===== src/rtl/cpc_fifo_ctrl.sv =====
// Z80 I/O front end for a pair of host FIFOs: decodes a data port and a
// control/status port, sequences FIFO strobes and keeps sticky error flags.
//
//   state    | meaning
//   ---------+--------------------------------------------------------------
//   INIT     | FIFO master reset pulse after RESET release
//   IDLE     | waiting for a new Z80 access start
//   RD_DATA  | inbound FIFO output enabled onto the bus until read ends
//   SO_PULSE | inbound FIFO shift-out pulse after the read
//   SI_PULSE | outbound FIFO shift-in pulse after a data write
//   RD_STAT  | block drives D_OUT (status byte or underflow 8'hFF)
//   HOLD     | waiting for the write strobe to drop
//   CMD_RST  | FIFO master reset pulse requested by a control write
module cpc_fifo_ctrl #(
    parameter logic [15:0] BASE_ADDR  = 16'hFD80,
    parameter int          SI_CYCLES  = 1,
    parameter int          SO_CYCLES  = 1,
    parameter int          RST_CYCLES = 4
) (
    input  logic        CLK,
    input  logic        RESET,
    input  logic [15:0] A,
    input  logic [7:0]  D_IN,
    output logic [7:0]  D_OUT,
    output logic        D_OE,
    input  logic        IOREQ_B,
    input  logic        RD_B,
    input  logic        WR_B,
    input  logic        M1_B,
    input  logic        fifo_host_dir,
    input  logic        fifo_host_dor,
    output logic        host_fifo_si,
    output logic        host_fifo_sob,
    output logic        host_fifo_oeb,
    output logic        host_fifo_reset
);

    typedef enum logic [2:0] {
        INIT, IDLE, RD_DATA, SO_PULSE, SI_PULSE, RD_STAT, HOLD, CMD_RST
    } state_t;

    localparam logic [2:0] SI_LAST  = 3'(SI_CYCLES - 1);
    localparam logic [2:0] SO_LAST  = 3'(SO_CYCLES - 1);
    localparam logic [3:0] RST_LAST = 4'(RST_CYCLES - 1);

    state_t      state_q, state_d;
    logic        acc_q;
    logic        ovf_q, ovf_d;
    logic        unf_q, unf_d;
    logic [7:0]  dout_q, dout_d;
    logic [2:0]  pcnt_q, pcnt_d;
    logic [3:0]  rcnt_q, rcnt_d;

    logic io_sel, rd, wr, port, start;
    logic unused_din;

    // M1_B low with IOREQ_B low is an interrupt acknowledge, never an I/O access
    assign io_sel     = !IOREQ_B && M1_B && (A[15:1] == BASE_ADDR[15:1]);
    assign rd         = io_sel && !RD_B;
    assign wr         = io_sel && !WR_B;
    assign port       = A[0];
    assign start      = (rd || wr) && !acc_q;
    assign unused_din = ^D_IN[7:2];

    // State, flags, captured read byte, pulse counters and access edge detect
    always_ff @(posedge CLK or posedge RESET) begin
        if (RESET) begin
            state_q <= INIT;
            acc_q   <= 1'b0;
            ovf_q   <= 1'b0;
            unf_q   <= 1'b0;
            dout_q  <= 8'h00;
            pcnt_q  <= 3'd0;
            rcnt_q  <= 4'd0;
        end else begin
            state_q <= state_d;
            acc_q   <= rd || wr;
            ovf_q   <= ovf_d;
            unf_q   <= unf_d;
            dout_q  <= dout_d;
            pcnt_q  <= pcnt_d;
            rcnt_q  <= rcnt_d;
        end
    end

    // Next-state logic; counters return to zero whenever their pulse ends
    always_comb begin
        state_d = state_q;
        ovf_d   = ovf_q;
        unf_d   = unf_q;
        dout_d  = dout_q;
        pcnt_d  = pcnt_q;
        rcnt_d  = rcnt_q;
        case (state_q)
            INIT: begin
                if (rcnt_q == RST_LAST) begin
                    rcnt_d  = 4'd0;
                    state_d = IDLE;
                end else begin
                    rcnt_d = rcnt_q + 4'd1;
                end
            end
            IDLE: begin
                if (start) begin
                    if (!port) begin
                        if (rd) begin
                            if (fifo_host_dor) begin
                                state_d = RD_DATA;
                            end else begin
                                unf_d   = 1'b1;
                                dout_d  = 8'hFF;
                                state_d = RD_STAT;
                            end
                        end else begin
                            if (fifo_host_dir) begin
                                state_d = SI_PULSE;
                            end else begin
                                ovf_d   = 1'b1;
                                state_d = HOLD;
                            end
                        end
                    end else begin
                        if (rd) begin
                            // busy reads 0: a status capture only happens from IDLE
                            dout_d  = {3'b000, 1'b0, unf_q, ovf_q, fifo_host_dir, fifo_host_dor};
                            state_d = RD_STAT;
                        end else begin
                            if (D_IN[1] || D_IN[0]) begin
                                ovf_d = 1'b0;
                                unf_d = 1'b0;
                            end
                            state_d = D_IN[0] ? CMD_RST : HOLD;
                        end
                    end
                end
            end
            RD_DATA: begin
                if (!rd) state_d = SO_PULSE;
            end
            SO_PULSE: begin
                if (pcnt_q == SO_LAST) begin
                    pcnt_d  = 3'd0;
                    state_d = IDLE;
                end else begin
                    pcnt_d = pcnt_q + 3'd1;
                end
            end
            SI_PULSE: begin
                if (pcnt_q == SI_LAST) begin
                    pcnt_d  = 3'd0;
                    state_d = HOLD;
                end else begin
                    pcnt_d = pcnt_q + 3'd1;
                end
            end
            RD_STAT: begin
                if (!rd) state_d = IDLE;
            end
            HOLD: begin
                if (!wr) state_d = IDLE;
            end
            CMD_RST: begin
                if (rcnt_q == RST_LAST) begin
                    rcnt_d  = 4'd0;
                    state_d = HOLD;
                end else begin
                    rcnt_d = rcnt_q + 4'd1;
                end
            end
            default: state_d = INIT;
        endcase
    end

    // Strobes and bus drive are pure functions of state, so they cannot overlap
    always_comb begin
        host_fifo_reset = 1'b0;
        host_fifo_si    = 1'b0;
        host_fifo_sob   = 1'b1;
        host_fifo_oeb   = 1'b1;
        D_OE            = 1'b0;
        D_OUT           = 8'h00;
        case (state_q)
            INIT, CMD_RST: host_fifo_reset = 1'b1;
            RD_DATA:       host_fifo_oeb   = 1'b0;
            SO_PULSE:      host_fifo_sob   = 1'b0;
            SI_PULSE:      host_fifo_si    = 1'b1;
            RD_STAT: begin
                D_OE  = 1'b1;
                D_OUT = dout_q;
            end
            default: ;
        endcase
    end

endmodule


===== config.mk =====
export PLATFORM = sky130hd
export DESIGN_NAME = cpc_fifo_ctrl
export DESIGN_NICKNAME = d
export VERILOG_FILES = /design/src/rtl/cpc_fifo_ctrl.sv
export SDC_FILE = /design/constraint.sdc
export NUM_CORES = 1
export LEC_CHECK = 0
export ABC_AREA = 0
export ABC_CLOCK_PERIOD_IN_PS = 2400
export BUFFER_PORTS_ARGS = -buffer_cell sky130_fd_sc_hd__clkbuf_2
export CORE_ASPECT_RATIO = 1.75
export CORE_MARGIN = 10
export CORE_UTILIZATION = 45
export DETAILED_ROUTE_END_ITERATION = 8
export GPL_ROUTABILITY_DRIVEN = 0
export PLACE_DENSITY = 0.74
export SLEW_MARGIN = 10
export SYNTH_ARGS = -nofsm -noshare
export SYNTH_HDL_FRONTEND = slang
export SYNTH_SLANG_ARGS = --single-unit

===== constraint.sdc =====
create_clock -name CLK -period 2.4 [get_ports CLK]
set_input_delay 0.12 -clock CLK [delete_from_list [all_inputs] [get_ports CLK]]
set_output_delay 0.12 -clock CLK [all_outputs]
set_load 0.02 [all_outputs]

==> results of run 1 <==
## cells in the mapped netlist, drive strengths merged, types with 4 or more instances
master	count	area [sq um]
a31oi	4	25.0
and2	4	25.0
buf	6	48.8
dfrtp	18	450
inv	9	33.8
mux2	5	56.3
nand2	11	41.3
nand2b	5	33.8
nand3	8	40.0
nor2	7	26.3
nor4	5	37.5
o21ai	11	55.1
## cells by family (layout without fill, tap and decap cells)
family	count (synthesis)	after routing	share of synthesized area [%]
compound gates	31	31	18.3
xor+xnor	1	1	0.721
fa+ha+maj	3	3	3.09
buf+inv	18	54	8.03
flops	18	18	37.1
mux	8	8	7.11
simple gates	53	53	25.6
## state kept, by name, summed over array words and instances, names as in the netlist
signal	cells
ovf_q	1
dout_q	5
pcnt_q	3
unf_q	1
state_q	3
rcnt_q	4
acc_q	1
## placed cells by master, fill, tap and decap left out, types with 2 or more instances in the layout
| cell type | n |
|---|---|
| clkbuf_2 | 38 |
| dfrtp_1 | 18 |
| nand2_1 | 11 |
| o21ai_0 | 10 |
| inv_1 | 9 |
| nand3_1 | 8 |
| nor2_1 | 7 |
| mux2_2 | 5 |
| nand2b_1 | 4 |
| nor4_1 | 4 |
| a31oi_1 | 4 |
| and2_1 | 4 |
| clkbuf_8 | 4 |
| a21oi_1 | 3 |
| mux2i_1 | 3 |
| ha_1 | 3 |
| nor3_1 | 2 |
| a21o_1 | 2 |
| and4_1 | 2 |
| nand4b_1 | 2 |
| o2bb2ai_1 | 2 |
| buf_4 | 2 |
## worst paths after layout
check                                  end  slack, ns  depth (start not counted)
min in group asynchronous        pcnt_q[2]       0.48                          3
worst max register to register  state_q[0]       0.47                          6
worst min register to register   pcnt_q[2]       0.49                          1
worst max-delay path            state_q[0]       0.47                          6
max in group asynchronous       state_q[2]       1.48                          3
worst min-delay path                 acc_q       0.16                          2
## layout make-up
type	count	area, sq um
Timing Repair Buffer	41	215
Multi-Input combinational cell	96	667
Clock buffer	4	55.1
Fill cell	231	1100
Sequential cell	18	450
Tap cell	26	32.5
Inverter	9	33.8
## routing by layer
| layer | share of wire [%] | track usage [%] |
|---|---|---|
| met1 | 40 | 12.6 |
| met2 | 50 | 19.9 |
| met3 | 7.7 | 4.30 |
| met4 | 2.5 | 6.92 |
| met5 | 0 | 0 |
## power by group
part	switching (uW)	internal [uW]	leakage, uW	total (uW)
sequential	0.195	303	0.000236	304
combinational	27.5	22.0	0.000451	49.5
clock	103	146	0.0000288	249
## critical path, cell delays in order (launching register included)
cell and delay, ns:
dfrtp_1 0.50, or3_1 0.43, nand2_1 0.20, a22oi_1 0.11
o21ai_1 0.18, and2b_1 0.22, o32a_1 0.17
## per-stage QoR
step | hold WS (ns) | utilization [%]
final | 0.157 | 57.0
after global routing | 0.183 | 57.0
after CTS | 0.157 | 57.0
after detailed placement | 0.239 | 54.4
after global placement | 0.227 | 54.4
after floorplan | 0.0586 | -
==> key figures, run 1 <==
Synthesis
  • Net count after synthesis: 167
  • Post-Syn Instances: 132
  • Syn avg cell area: 9.20 sq um
  • Yosys reg bits: 18
  • Top FF cell, synth: dfrtp_1
  • Seq/Total Area, Yosys: between 30 and 40%
  • Async set-reset flop share out of synthesis: 100%
  • Syn Std Cell Area: 1210 sq um
  • EDFF count, synth: 0
  • Synth unique cells: 43
  • Synthesis Warnings: 0

Layout
  • Area grow syn2layout: 19.7%
  • Fraction of layout cells with a size suffix above 1: approximately 33%
  • Design Area, Final: 1450 sq um
  • Nets: slightly above 200
  • Final cell count without fillers: approximately 190
  • Ant diodes: 0

Worst setup path
  • Worst EP arrival: around 2.1 ns
  • WS Path Type: flop to flop
  • RR Startpoint: state_q[0]
  • CP Launch Point: state_q[0]
  • Req. time, crit path: about 2.5 ns
  • Crit path launch type: flop
  • Worst Path Max Fanout: 12
  • Crit. End Element: flop

Timing
  • # setup viols final: 0
  • Relative slew slack: 54.6%
  • Unrepaired setup endpoints after global routing: no
  • Slew Viols, Final: 0
  • F_max: 518 MHz
  • Tmin final: around 1.9 ns
  • Period Utilization, post-route: 80.4%
  • Final worst slack: around 0.47 ns
  • Final hold viol count: 0
  • Clock skew: 0.00337 ns
  • Worst Tran Pin Value: 0.674 ns
  • Total Neg Setup Slack: 0 ns

Run
  • MaxCap Viol Count: 0

Clock tree
  • Skew-Pair Late Insertion Delay: 0.25 ns
  • CTS Buf Count: 3
  • Post_cts resized: 0
  • Maximum level of the CTS H-tree: 1
  • Hold-fix buffers, CTS: 1
  • Root Driver: clkbuf_8
  • CTS tree: built
  • Clock-pin slew on the worst setup and hold paths: 0.07 ns
  • CTS Buffer Depth: 2
  • CTS Sinks: 18
  • Postcts setup bufs: 0

Power and ir drop
  • Leakage power: 0.000716 uW
  • Final total power: 602 uW
  • Pwr per Cell Area: 414 nW/um^2
  • Worst VDD drop: 0.337 mV

Detailed routing
  • DRC violations left: 0
  • Post-DRT Antenna Nets: 0
  • Vias per cell: 5.88
  • Vias: 1141
  • DRT iter0 DRCs: 34
  • Initial DRT Pass Iterations: 4
  • Total Wirelength: 3130 microns
  • Drt wl/cell: 16.1 microns

Die
  • Vert. Die Dim: 88.7 microns
  • Core ar.: 2550 sq um
  • Die span in x: 59.3 microns
  • IO Count: 45
  • Initial core utilization: a little under half
  • Row count: 24
  • Die ar.: between 5000 and 6000 sq um

Global route
  • Largest net degree at the start of global routing: 19
  • First-pass GRT wire length: around 5000 microns
  • Total track usage: around 12%
  • Initial antenna violation count: 0
  • Gr ovfl total: 0
  • Vias in the first global route: 1198

Place
  • Dpl cells: between 150 and 200
  • Port Buffer Count: 38
  • Post-DP Area: 1390 sq um
  • Hpwl dp: approximately 2500 microns
  • Pre-CTS WS: 0.472 ns

Hold path
  • Hold_sp: WR_B
  • Hold crit path type: input pin to flop

Outcome
  • Status: finished clean
Note: power is estimated with default switching activity, not from simulation.
==> run 2, diff against run 1 <==
ABC_AREA = 1   (was 0)
ABC_CLOCK_PERIOD_IN_PS = 1900   (was 2400)
PLACE_DENSITY = 0.72   (was 0.74)
clock period = 1.9 ns   (was 2.4 ns; I/O delays follow)
==> run 2 against run 1 <==
  * Clock-buffer cell count unchanged
  * Sequential power up 80%
  * Worst hold slack better by 0.051 ns
  * Clock skew about the same
  * Largest cell class unchanged
  * Critical endpoint is now D_OUT[4]
  * Sequential cell count unchanged
  * Clock power up 22%
  * Non-clock buffer count down 1
  * Final area up 17%
  * Highest routed layer unchanged
==> key figures, run 2 <==
Layout
  • Ant diodes: 0 (unchanged)
  • Fraction of layout cells with a size suffix above 1: 28.9% (-3.8 points)
  • Top Registers: dout_q (5), rcnt_q (4)
  • Number of flip-flops in the largest register: 5 (unchanged)
  • Fin util: 57.2% (+0.27 points)
  • Nets: 285 (+40%)
  • Most frequent cells in the layout: 62 x nand2_1, 38 x clkbuf_2, 30 x inv_1
  • Most common cell after layout, fill and taps aside: nand2_1
  • Area grow syn2layout: 20.2%
  • Design Area, Final: 1690 sq um (+17%)
  • Biggest register: dout_q

Worst setup path
  • Slowest CP cell: dfrtp_1
  • Delay of the slowest critical-path stage: 0.45 ns (-0.05 ns)
  • Reg2Reg Setup Slack: 0.40 ns (-0.07 ns)
  • Worst Path Max Fanout: 7 (-5)
  • Critical-path cell list: inv_2 -> nand3_1 -> nor2_1 -> clkbuf_2
  • R2R cell count: 4 (-2)
  • CP delay by family, top: simple AND/OR/NAND/NOR gates
  • RR Startpoint: state_q[1]
  • Worst setup endpoint: D_OUT[4]
  • Reg-to-reg endpoint: ovf_q
  • Cell count along the critical path: 4 (-2)
  • Req. time, crit path: 1.80 ns (-0.74 ns)
  • WS Path Type: flop to output port
  • CP Launch Point: state_q[1]
  • Crit path launch type: flop
  • Worst EP arrival: 1.50 ns (-0.57 ns)
  • Crit. End Element: output port
  • Bufs and invs on worst path: 2 (+2)

Clock tree
  • Maximum level of the CTS H-tree: 1 (unchanged)
  • Hold-fix buffers, CTS: 1 (unchanged)
  • Postcts setup bufs: 0 (unchanged)
  • Post_cts resized: 0 (unchanged)
  • CTS Sinks: 18 (unchanged)
  • CTS tree: built
  • CTS Buffer Depth: 2 (unchanged)
  • Skew-Pair Late Insertion Delay: 0.25 ns (about the same)
  • Clock-pin slew on the worst setup and hold paths: 0.07 ns (about the same)
  • Root Driver: clkbuf_8
  • CTS Buf Count: 3 (unchanged)

Detailed routing
  • DRC violations left: 0 (unchanged)
  • Initial DRT Pass Iterations: 4 (unchanged)
  • DRT iter0 DRCs: 23 (-32%)
  • Drt wl/cell: 10.3 microns (-36%)
  • Vias per cell: 4.69 (-20%)
  • Total Wirelength: 2990 microns (-4.6%)
  • Vias: 1364 (+20%)
  • Post-DRT Antenna Nets: 0 (unchanged)

Place
  • Hpwl dp: 2610 microns (+3.4%)
  • Post-DP Area: 1630 sq um (+17%)
  • Pre-CTS WS: 0.387 ns (-0.0850 ns)
  • Port Buffer Count: 38 (unchanged)

Synthesis
  • Area contributors post-synth: dfrtp_1 32%, nand2_1 17%, inv_1 8.0%
  • Count leader, synth: nand2_1
  • Async set-reset flop share out of synthesis: 100% (unchanged)
  • Syn avg cell area: 6.74 sq um (-27%)
  • EDFF count, synth: 0 (unchanged)
  • Synth area leader: dfrtp_1
  • Seq/Total Area, Yosys: 32.0% (-5.1 points)
  • Synthesis Warnings: 0 (unchanged)
  • Post-Syn Instances: 209 (+58%)
  • Top FF cell, synth: dfrtp_1
  • Synth unique cells: 30 (-30%)
  • Yosys top cell area share: 32.0% (-5.1 points)
  • Yosys reg bits: 18 (unchanged)
  • Syn Std Cell Area: 1410 sq um (+16%)
  • Net count after synthesis: 244 (+46%)
  • Top cells by count, synth: 62 x nand2_1, 30 x inv_1, 22 x nor2_1, 18 x dfrtp_1, 15 x nand3_1

Timing
  • Tmin final: 1.60 ns
  • # setup viols final: 0 (unchanged)
  • Clock skew: 0.00302 ns (-0.000358 ns)
  • F_max: 626 MHz
  • Final worst slack: 0.302 ns (-0.168 ns)
  • Slew Viols, Final: 0 (unchanged)
  • Unrepaired setup endpoints after global routing: no
  • Relative slew slack: 55.6% (+0.99 points)
  • Period Utilization, post-route: between 80% and 90%
  • Total Neg Setup Slack: 0 ns (unchanged)
  • Worst Tran Pin Value: 0.665 ns (-0.00938 ns)
  • Final hold viol count: 0 (unchanged)

Die
  • Core ar.: 2960 sq um (+16%)
  • Die ar.: 5860 sq um (+11%)
  • Row count: 26 (+8.3%)
  • Initial core utilization: 47.6% (about the same)
  • Vert. Die Dim: 94.0 microns (+6.0%)
  • Die span in x: 62.3 microns (+5.1%)
  • IO Count: 45 (unchanged)

Global route
  • Largest net degree at the start of global routing: 19 (unchanged)
  • First-pass GRT wire length: 5600 microns (+11%)
  • Initial antenna violation count: 0 (unchanged)
  • Gr ovfl total: 0 (unchanged)
  • Vias in the first global route: 1429 (+19%)
  • Total track usage: 11.0% (-1.0 points)

Hold path
  • Hold_sp: fifo_host_dir
  • Hold crit path type: input pin to flop

Power and ir drop
  • Worst VDD drop: 0.501 mV (+49%)
  • Leakage power: 0.000945 uW (+32%)
  • Pwr per Cell Area: 978 nW/um^2 (+140%)

Run
  • MaxCap Viol Count: 0 (unchanged)

Outcome
  • Status: finished clean
## run 2: changes by cell type after synthesis, sizes merged, moves of 6 or more
| cell | delta |
|---|---|
| nand2 | +55 |
| nor2 | +22 |
| o21ai | -6 |
| inv | +27 |
| nand3 | +11 |
| nand4 | +8 |
## run 2: metal layers
metal / vias to the layer above / share of wire [%] / GRT usage (%)
li1: 733 / - / -
met2: 34 / 52 / 20.9
met3: 4 / 6.0 / 2.63
met1: 593 / 40 / 10.9
met4: 0 / 2.0 / 5.24
met5: - / 0 / 0
## run 2: final cells by class
type | instances | area (sq um)
clock buffers | 4 | 55.1
fillers | 308 | 1270
inverters | 38 | 144
multi-input cells | 149 | 785
flip-flops and latches | 18 | 450
well taps | 42 | 52.6
repair buffers | 40 | 208
## run 2: logic make-up (layout without fill, tap and decap cells)
kind of cell	Yosys count	in the layout	share of synthesized area, %
AND/OR/NAND/NOR	131	131	45.0
XOR/XNOR	1	1	0.622
AO/OA/AOI/OAI	13	13	6.57
buffers and inverters	42	82	12.3
multiplexers	1	1	0.799
flip-flops	18	18	32.0
adder cells (fa/ha/maj)	3	3	2.66
## run 2: worst reg2reg max path, stage by stage (launching register included)
cell and delay, ns:
dfrtp_1 0.45, nor3_2 0.47, o2111ai_1 0.23, nor3_1 0.17, nor2_1 0.07
## run 2: through the flow
stage	hold WS, ns	std cells	power [uW]
CTS	0.210	291	1680
global route	0.233	291	1830
detailed placement	0.212	286	1370
floorplan	0.0336	209	1180
finish	0.208	291	1660
global placement	0.215	286	1360
## run 2: worst min-delay path by stage
stage           endpoint  cells past startpoint
3_3_place_gp   pcnt_q[0]                      2
6_report       dout_q[1]                      4
5_1_grt        dout_q[1]                      4
3_5_place_dp   pcnt_q[0]                      2
2_1_floorplan      acc_q                      1
4_1_cts            acc_q                      4
## run 2: power by group
part           total, uW  switching [uW]  internal (uW)
Sequential           547            83.6            463
Clock                304             121            184
Combinational        805             504            301
